===== src/rtl/otp_session_if.sv =====
// Handshake bundle between the OTP session controller, the LFSR digit
// source and the keypad/host entry side.
interface otp_session_if #(
  parameter int unsigned MAX_ATTEMPTS = 3
);
  localparam int unsigned FC_W = $clog2(MAX_ATTEMPTS + 1);

  logic [15:0]     otp_in;
  logic            gen_req;
  logic            entry_valid;
  logic [15:0]     entry_code;
  logic [15:0]     otp_out;
  logic            otp_valid;
  logic            auth_pass;
  logic            auth_fail;
  logic            expired;
  logic            locked;
  logic [FC_W-1:0] fail_count;

  // Host / generator side
  modport master (
    output otp_in, gen_req, entry_valid, entry_code,
    input  otp_out, otp_valid, auth_pass, auth_fail, expired, locked, fail_count
  );

  // Session controller side
  modport slave (
    input  otp_in, gen_req, entry_valid, entry_code,
    output otp_out, otp_valid, auth_pass, auth_fail, expired, locked, fail_count
  );
endinterface


===== src/rtl/otp_session_ctrl.sv =====
// OTP session controller: captures a generated 4-digit BCD code, opens a
// timed entry window, checks entries, counts failures and enforces lockout.
module otp_session_ctrl #(
  parameter int unsigned TIMEOUT_CYCLES = 1000,
  parameter int unsigned MAX_ATTEMPTS   = 3,
  parameter int unsigned LOCK_CYCLES    = 500
) (
  input  logic         clk,
  input  logic         reset,
  otp_session_if.slave bus
);

  localparam int unsigned FC_W   = $clog2(MAX_ATTEMPTS + 1);
  localparam int unsigned WIN_W  = $clog2(TIMEOUT_CYCLES + 1);
  localparam int unsigned LOCK_W = $clog2(LOCK_CYCLES + 1);

  localparam logic [1:0] S_IDLE   = 2'd0;
  localparam logic [1:0] S_ARMED  = 2'd1;
  localparam logic [1:0] S_LOCKED = 2'd2;

  logic [1:0]        state_q, state_d;
  logic [WIN_W-1:0]  win_cnt_q, win_cnt_d;
  logic [LOCK_W-1:0] lock_cnt_q, lock_cnt_d;
  logic [15:0]       otp_q, otp_d;
  logic [FC_W-1:0]   fcnt_q, fcnt_d;
  logic              pass_q, pass_d;
  logic              fail_q, fail_d;
  logic              exp_q, exp_d;
  logic              valid_q, locked_q;
  logic [FC_W-1:0]   fcnt_inc;

  assign fcnt_inc = fcnt_q + FC_W'(1);

  // Next-state and output decode for the session FSM
  always_comb begin
    state_d    = state_q;
    win_cnt_d  = win_cnt_q;
    lock_cnt_d = lock_cnt_q;
    otp_d      = otp_q;
    fcnt_d     = fcnt_q;
    pass_d     = 1'b0;
    fail_d     = 1'b0;
    exp_d      = 1'b0;

    case (state_q)
      S_IDLE: begin
        if (bus.gen_req) begin
          otp_d     = bus.otp_in;
          win_cnt_d = WIN_W'(TIMEOUT_CYCLES);
          fcnt_d    = '0;
          state_d   = S_ARMED;
        end
      end

      S_ARMED: begin
        if (bus.entry_valid) begin
          if (bus.entry_code == otp_q) begin
            pass_d    = 1'b1;
            otp_d     = '0;
            fcnt_d    = '0;
            win_cnt_d = '0;
            state_d   = S_IDLE;
          end else begin
            fail_d = 1'b1;
            fcnt_d = fcnt_inc;
            if (fcnt_inc == FC_W'(MAX_ATTEMPTS)) begin
              state_d    = S_LOCKED;
              lock_cnt_d = LOCK_W'(LOCK_CYCLES);
              otp_d      = '0;
              win_cnt_d  = '0;
            end else if (win_cnt_q == WIN_W'(1)) begin
              // Mismatch on the last window cycle closes the window too
              exp_d     = 1'b1;
              otp_d     = '0;
              win_cnt_d = '0;
              state_d   = S_IDLE;
            end else begin
              win_cnt_d = win_cnt_q - WIN_W'(1);
            end
          end
        end else if (bus.gen_req) begin
          // Regenerate: new code and fresh window, attempt budget kept
          otp_d     = bus.otp_in;
          win_cnt_d = WIN_W'(TIMEOUT_CYCLES);
        end else if (win_cnt_q == WIN_W'(1)) begin
          exp_d     = 1'b1;
          otp_d     = '0;
          win_cnt_d = '0;
          state_d   = S_IDLE;
        end else begin
          win_cnt_d = win_cnt_q - WIN_W'(1);
        end
      end

      S_LOCKED: begin
        if (lock_cnt_q == LOCK_W'(1)) begin
          lock_cnt_d = '0;
          fcnt_d     = '0;
          state_d    = S_IDLE;
        end else begin
          lock_cnt_d = lock_cnt_q - LOCK_W'(1);
        end
      end

      default: begin
        state_d    = S_IDLE;
        win_cnt_d  = '0;
        lock_cnt_d = '0;
        otp_d      = '0;
        fcnt_d     = '0;
      end
    endcase
  end

  // State, counters and registered outputs; level outputs follow the next state
  always_ff @(posedge clk or negedge reset) begin
    if (!reset) begin
      state_q    <= S_IDLE;
      win_cnt_q  <= '0;
      lock_cnt_q <= '0;
      otp_q      <= '0;
      fcnt_q     <= '0;
      pass_q     <= 1'b0;
      fail_q     <= 1'b0;
      exp_q      <= 1'b0;
      valid_q    <= 1'b0;
      locked_q   <= 1'b0;
    end else begin
      state_q    <= state_d;
      win_cnt_q  <= win_cnt_d;
      lock_cnt_q <= lock_cnt_d;
      otp_q      <= otp_d;
      fcnt_q     <= fcnt_d;
      pass_q     <= pass_d;
      fail_q     <= fail_d;
      exp_q      <= exp_d;
      valid_q    <= (state_d == S_ARMED);
      locked_q   <= (state_d == S_LOCKED);
    end
  end

  assign bus.otp_out    = otp_q;
  assign bus.otp_valid  = valid_q;
  assign bus.auth_pass  = pass_q;
  assign bus.auth_fail  = fail_q;
  assign bus.expired    = exp_q;
  assign bus.locked     = locked_q;
  assign bus.fail_count = fcnt_q;

endmodule


===== src/flat_wrapper.sv =====
// flat-port wrapper written by rule: the top's interface ports become plain ports
module otp_session_ctrl_flat 
#(
  parameter int unsigned TIMEOUT_CYCLES = 1000,
  parameter int unsigned MAX_ATTEMPTS   = 3,
  parameter int unsigned LOCK_CYCLES    = 500
)
  (clk, reset, bus_otp_in, bus_gen_req, bus_entry_valid, bus_entry_code, bus_otp_out, bus_otp_valid, bus_auth_pass, bus_auth_fail, bus_expired, bus_locked, bus_fail_count);
  otp_session_if #(.MAX_ATTEMPTS(MAX_ATTEMPTS)) bus_i ();
  input  logic clk;
  input  logic reset;
  input wire logic [$bits(bus_i.otp_in)-1:0] bus_otp_in;
  input wire logic [$bits(bus_i.gen_req)-1:0] bus_gen_req;
  input wire logic [$bits(bus_i.entry_valid)-1:0] bus_entry_valid;
  input wire logic [$bits(bus_i.entry_code)-1:0] bus_entry_code;
  output wire logic [$bits(bus_i.otp_out)-1:0] bus_otp_out;
  output wire logic [$bits(bus_i.otp_valid)-1:0] bus_otp_valid;
  output wire logic [$bits(bus_i.auth_pass)-1:0] bus_auth_pass;
  output wire logic [$bits(bus_i.auth_fail)-1:0] bus_auth_fail;
  output wire logic [$bits(bus_i.expired)-1:0] bus_expired;
  output wire logic [$bits(bus_i.locked)-1:0] bus_locked;
  output wire logic [$bits(bus_i.fail_count)-1:0] bus_fail_count;
  assign bus_i.otp_in = bus_otp_in;
  assign bus_i.gen_req = bus_gen_req;
  assign bus_i.entry_valid = bus_entry_valid;
  assign bus_i.entry_code = bus_entry_code;
  assign bus_otp_out = bus_i.otp_out;
  assign bus_otp_valid = bus_i.otp_valid;
  assign bus_auth_pass = bus_i.auth_pass;
  assign bus_auth_fail = bus_i.auth_fail;
  assign bus_expired = bus_i.expired;
  assign bus_locked = bus_i.locked;
  assign bus_fail_count = bus_i.fail_count;
  otp_session_ctrl #(.TIMEOUT_CYCLES(TIMEOUT_CYCLES), .MAX_ATTEMPTS(MAX_ATTEMPTS), .LOCK_CYCLES(LOCK_CYCLES)) u_core (.clk(clk), .reset(reset), .bus(bus_i));
endmodule

===== config.mk =====
export PLATFORM = sky130hd
export DESIGN_NAME = otp_session_ctrl_flat
export DESIGN_NICKNAME = d
export VERILOG_FILES = /design/src/rtl/otp_session_if.sv /design/src/rtl/otp_session_ctrl.sv /design/src/flat_wrapper.sv
export SDC_FILE = /design/constraint.sdc
export NUM_CORES = 1
export LEC_CHECK = 0
export CAP_MARGIN = 10
export CORE_MARGIN = 2
export CORE_UTILIZATION = 40
export DETAILED_ROUTE_END_ITERATION = 8
export PLACE_DENSITY_LB_ADDON = 0.08
export SLEW_MARGIN = 20
export SYNTH_ARGS = -nofsm -noshare
export SYNTH_HDL_FRONTEND = slang
export SYNTH_SLANG_ARGS = --single-unit

===== constraint.sdc =====
create_clock -name clk -period 2.1 [get_ports clk]
set_clock_uncertainty 0.1 [all_clocks]
set_input_delay 0.21 -clock clk [delete_from_list [all_inputs] [get_ports clk]]
set_output_delay 0.21 -clock clk [all_outputs]
set_load 0.005 [all_outputs]

# After elaboration in Yosys (flattened, before gate mapping)
# Index checks and enable logic that the tools add are counted.
# word_totals
out_inout_bits	23
regBits	44
in_bits	36
wordCells	76
# op_classes
n_reduce_logical	4
muxes	44
n_eq_ne	13
addsub	3
bitwise	2
# ops
operator	count
$mux 16	6
$mux 10	6
$pmux 16 s3	1
$mux 9	4
$pmux 10 s3	1
$pmux 9 s3	1
$mux 2	11
$eq 16x16->1	1
$mux 1	12
$pmux 2 s3	2
$eq 10x1->1 const B	1
$sub 10x1->10 const B	1
$eq 9x1->1 const B	1
$sub 9x1->9 const B	1
$eq 2x2->1 const B	3
$ne 2x2->1 const B	3
$eq 2x1->1 const B	2
$ne 2x1->1 const B	2
$reduce_and 4->1	1
$reduce_and 3->1	1
$add 2x1->2 const B	1
$logic_not 2->1	1
$not 1->1	2
$reduce_and 2->1	1

# Logic depth before layout (Yosys ltp)
# logic_depth
word_depth	7
mapped_depth	9
mapped_depth_nobuf	8

# Worst setup path after synthesis
# No wires, ideal clock.
# synth_timing
path_kind	register -> register
startpoint	reg u_core.state_q[1]
endpoint	reg u_core.otp_q[10] (netlist: u_core.bus.otp_out[10])
setup_ns	0.065
period_less_slack_ns	1.973
path_buffers	2
required_time_ns	1.935
t_arrival_ns	1.807
path_slack_ns	0.127
stages_incl_launch_ff	8
cell_sequence	dfrtp_1 -> inv_1 -> ha_1 -> clkbuf_1 -> nor2_1 -> nor3b_1 -> clkbuf_1 -> a22o_1
# synth_via
elab_chain_cells	3
word_cells_on_any_way	7
cone_classes	eq/ne: 3; mux: 1; bitwise: 1; reduce/logical: 2
# synth_lines
item	line	rtl
from (decl)	otp_session_ctrl.sv:21	logic [1:0] state_q, state_d;
from (signal assigned)	otp_session_ctrl.sv:129	state_q <= state_d;
$logic_not 2->1 / $eq 2x2->1 (equally long branches)	otp_session_ctrl.sv:45	case (state_q)
$ne 2x2->1 (no line) / $not 1->1 (equally long branches)	-	
$reduce_and 2->1 (no line)	-	
to (signal assigned)	otp_session_ctrl.sv:132	otp_q <= otp_d;
to (decl)	otp_session_ctrl.sv:24	logic [15:0] otp_q, otp_d;
# Parallel ways exist; a longest one is shown, timed or not.
# A chain may end at the register's enable or synchronous reset.

# Worst setup path after layout
# layout_timing
startpoint	reg u_core.otp_q[12] (netlist: u_core.bus.otp_out[12])
endpoint	reg u_core.lock_cnt_q[8]
# layout_via
elab_chain_cells	3
# layout_lines
item	line	rtl
$eq 16x16->1	otp_session_ctrl.sv:57	if (bus.entry_code == otp_q) begin
$ne 2x2->1 (no line)	-	
$reduce_and 4->1 (no line)	-	
to (signal assigned)	otp_session_ctrl.sv:131	lock_cnt_q <= lock_cnt_d;
to (decl)	otp_session_ctrl.sv:23	logic [LOCK_W-1:0] lock_cnt_q, lock_cnt_d;
# Every way passes these cells.

==> reports/metrics.csv <==
stage,metric,value,unit
status,outcome,finished clean,
die,Initial Util,41.2,%
layout,Layout area overhead,43.3,%
power,Total Power,5.14,mW
routing,via density per instance,5.39,
yosys,ys flop type,dfrtp_1,
yosys,synth warn,0,
power,Sw Share,40.7,%
power,clock share of power,14.0,%
yosys,most frequent cell after synthesis,dfrtp_1,
sta,Final Max Tran Viols,0,
setup_path,FF-to-FF Start,u_core.bus.otp_out[12]$_DFFE_PN0P_,
setup_path,Crit-path slowest cell,dfrtp_1,
power,net switching power figure,2.09,mW
routing,Detailed Routing Iterations Pass 1,4,
routing,WL/cell,15.3,um
setup_path,worst path required time,2.18,ns
die,chip width,84.7,um
die,core area,0.00631,mm2
sta,FMAX,494,MHz
sta,Final Hold Viols,0,
setup_path,crit path from,u_core.bus.otp_out[12]$_DFFE_PN0P_,
die,Total Die Area,0.00717,mm2
grt,gr ovfl total,0,
routing,final WL,6.73,mm
grt,number of global-route vias before repair,2327,
clock_tree,Root Buffer,clkbuf_8,
layout,FILL cells,572,
grt,initial antenna violation count,0,
layout,antenna diode count,0,
clock_tree,H-tree depth,2,
yosys,commonest cells in the synthesized netlist,"44 x dfrtp_1, 26 x nor2_1, 22 x a21oi_1, 16 x nand2_1, 16 x xor2_1",
routing,DR DRC count,0,
routing,DRT iter0 DRCs,144,
power,Leakage,1.62,nW
setup_path,largest fanout on the critical path,10,
yosys,register area share after synthesis,42.3,%
sta,Fin Setup TNS,0,ns
yosys,number of flops mapped to enable cells by yosys,0,
yosys,top cell type by total area after synthesis,dfrtp_1,
setup_path,CP Capture Type,register,
clock_tree,Clock Sinks,44,
sta,Final period util,96.3,%
layout,multi-input logic area,0.00151,mm2
grt,first-pass GRT wire length,11.4,mm
layout,nets@finish,407,
clock_tree,CTS tree,built,
power,combinational group share of total power,55.9,%
yosys,Syn Std Cell Area,0.00260,mm2
power,peak supply drop,618,uV
setup_path,worst stage delay on the critical path,0.41,ns
clock_tree,latest clock arrival within the worst-skew pair,0.30,ns
setup_path,critical path data arrival time,2.10,ns
sta,Period minus WS final,2.02,ns
yosys,Yosys top cell area share,42.3,%
placement,Final Wtd Congestion,0.822,
placement,IO buf count,58,
yosys,"FF+latch count, synth",44,
grt,GRT Util Overall,19.7,%
setup_path,crit path launch type,register,
yosys,Post-Syn Nets,316,
die,Row Count,29,
power,Int Pwr,3.05,mW
sta,# setup viols final,0,
sta,relative max-transition margin,61.3,%
clock_tree,"CTS clk-pin slew, worst paths",0.09,ns
layout,register area,0.00110,mm2
sta,Least-Margin Pin Slew,0.581,ns
die,io pins,59,
setup_path,Setup CP Type,reg2reg,
die,Die Height,84.7,um
routing,vias post-DR,2371,
clock_tree,CTS max path bufs,2,
yosys,"Async S/R FF share, synth",100,%
placement,placed wire-length estimate,5.05,mm
yosys,synthesized instance count,271,
setup_path,worst-path cell chain,xor2_1 > nor4_4 > nand4_4 > a31oi_4 > buf_6 > or2_4 > o211ai_1,
clock_tree,Inserted Clock Buffers,5,
routing,Final ANT Viol Nets,0,
power,Flop pwr share,30.1,%
yosys,"Avg Cell Area, Syn",9.60,um2
setup_path,reg2reg path depth,7,
min_path,worst hold path class,in2async,
grt,largest net degree at the start of global routing,24,
run,max_cap viols,0,
yosys,ranking of synthesized cells by area,"dfrtp_1 42%, xor2_1 5.4%, a22o_1 4.7%, ha_1 4.3%, a21oi_1 4.2%",
layout,fraction of layout cells with a size suffix above 1,17.9,%
power,Pwr Density,1380,mW/mm2
yosys,Synth cell types,47,
sequential cells by signal, summed over array words and instances (netlist names):
register and flops:
u_core.win_cnt_q 10, u_core.bus.fail_count 2, u_core.state_q 2, u_core.bus.expired 1
u_core.bus.locked 1, u_core.bus.auth_fail 1, u_core.lock_cnt_q 9, u_core.bus.auth_pass 1
u_core.bus.otp_out 16, u_core.bus.otp_valid 1
final cells by class:
class	instances	share of cell area, %
Timing Repair Buffer	93	23.0
Inverter	10	1.01
Tap cell	77	2.58
Multi-Input combinational cell	208	40.5
Clock buffer	7	2.58
Sequential cell	44	29.5
Clock inverter	1	0.805
final timing paths:
| path | endpoint | slack (ns) |
|---|---|---|
| setup / recovery | u_core.lock_cnt_q[8]$_DFFE_PN0P_ | 0.08 |
| hold / removal | u_core.bus.otp_out[11]$_DFFE_PN0P_ | 0.32 |
| setup reg to reg | u_core.lock_cnt_q[8]$_DFFE_PN0P_ | 0.08 |
| hold reg to reg | u_core.win_cnt_q[1]$_DFFE_PN0P_ | 0.45 |
| max in group asynchronous | u_core.bus.auth_fail$_DFF_PN0_ | 1.05 |
| min in group clk | u_core.bus.otp_out[3]$_DFFE_PN0P_ | 0.41 |
repair_timing:
action | CTS | global route
endpoints found under the hold margin | 22 | 0
setup endpoints to repair | 6 | 38
gates cloned | 0 | 0
hold buffers | 1 | 0
setup buffers | 0 | 2
pin swaps | 0 | 4
resized for setup | 1 | 17
cells by family (layout without fill, tap and decap cells):
| logic type | Yosys count | count (layout) | synth area share [%] |
|---|---|---|---|
| flops | 44 | 44 | 42.3 |
| fa+ha+maj | 9 | 9 | 4.33 |
| xor+xnor | 16 | 16 | 5.38 |
| compound gates | 86 | 86 | 22.1 |
| simple gates | 97 | 97 | 22.7 |
| buf+inv | 19 | 111 | 3.17 |
power groups by stage:
stage	Sequential [mW]	Combinational, mW	Clock [mW]
3_3_place_gp	1.52	2.73	0
2_1_floorplan	1.49	1.66	0
6_report	1.55	2.87	0.721
3_5_place_dp	1.53	2.75	0
5_1_grt	1.60	3.21	0.773
4_1_cts	1.52	2.77	0.743
critical path, delay by kind of cell, from the launching register on:
family | cells | cell delay (ns)
simple gates | 3 | 0.71
flops | 1 | 0.41
compound gates | 2 | 0.33
xor+xnor | 1 | 0.19
buf+inv | 1 | 0.15
placed cells by master, fill, tap and decap left out, types with 2 or more instances in the layout:
| cell type | instances |
|---|---|
| buf_4 | 32 |
| or3_1 | 2 |
| o31ai_1 | 4 |
| a21o_1 | 2 |
| nor2b_1 | 4 |
| nor2_1 | 24 |
| o21ai_0 | 6 |
| a21oi_1 | 22 |
| nand2_1 | 16 |
| nand3_1 | 4 |
| a311oi_1 | 4 |
| ha_1 | 8 |
| dfrtp_1 | 44 |
| and3_1 | 7 |
| o22ai_1 | 6 |
| nor4_4 | 6 |
| a31oi_1 | 3 |
| clkbuf_8 | 7 |
| o21ai_1 | 14 |
| nor3_1 | 7 |
| nand2b_1 | 9 |
| nor2_2 | 2 |
| xor2_1 | 16 |
| inv_1 | 10 |
| nand4_1 | 2 |
| clkdlybuf4s50_1 | 57 |
| a211oi_1 | 3 |
| a22o_1 | 14 |
metal layers:
| layer | up-vias | global-route usage (%) | part of all wire [%] |
|---|---|---|---|
| met3 | 10 | 3.44 | 4.5 |
| met4 | 0 | 5.77 | 1.7 |
| met1 | 1125 | 26.3 | 45 |
| met5 | - | 0 | 0 |
| met2 | 65 | 32.7 | 48 |
| li1 | 1171 | - | - |
per-stage QoR:
| step | hold slack, ns | instance area (um2) | setup WS (ns) | util (%) | std cells |
|---|---|---|---|---|---|
| 6_report | 0.325 | 3730 | 0.0777 | 59.1 | 440 |
| 4_1_cts | 0.345 | 3620 | 0.00819 | 57.3 | 438 |
| 5_1_grt | 0.382 | 3730 | -0.00543 | 59.1 | 440 |
| 3_3_place_gp | 0.135 | 3480 | -0.128 | 55.2 | 429 |
| 3_5_place_dp | 0.144 | 3480 | -0.154 | 55.2 | 429 |
| 2_1_floorplan | -0.186 | 2600 | 0.127 | - | 271 |
No activity file was read; power rests on OpenSTA's default activity.
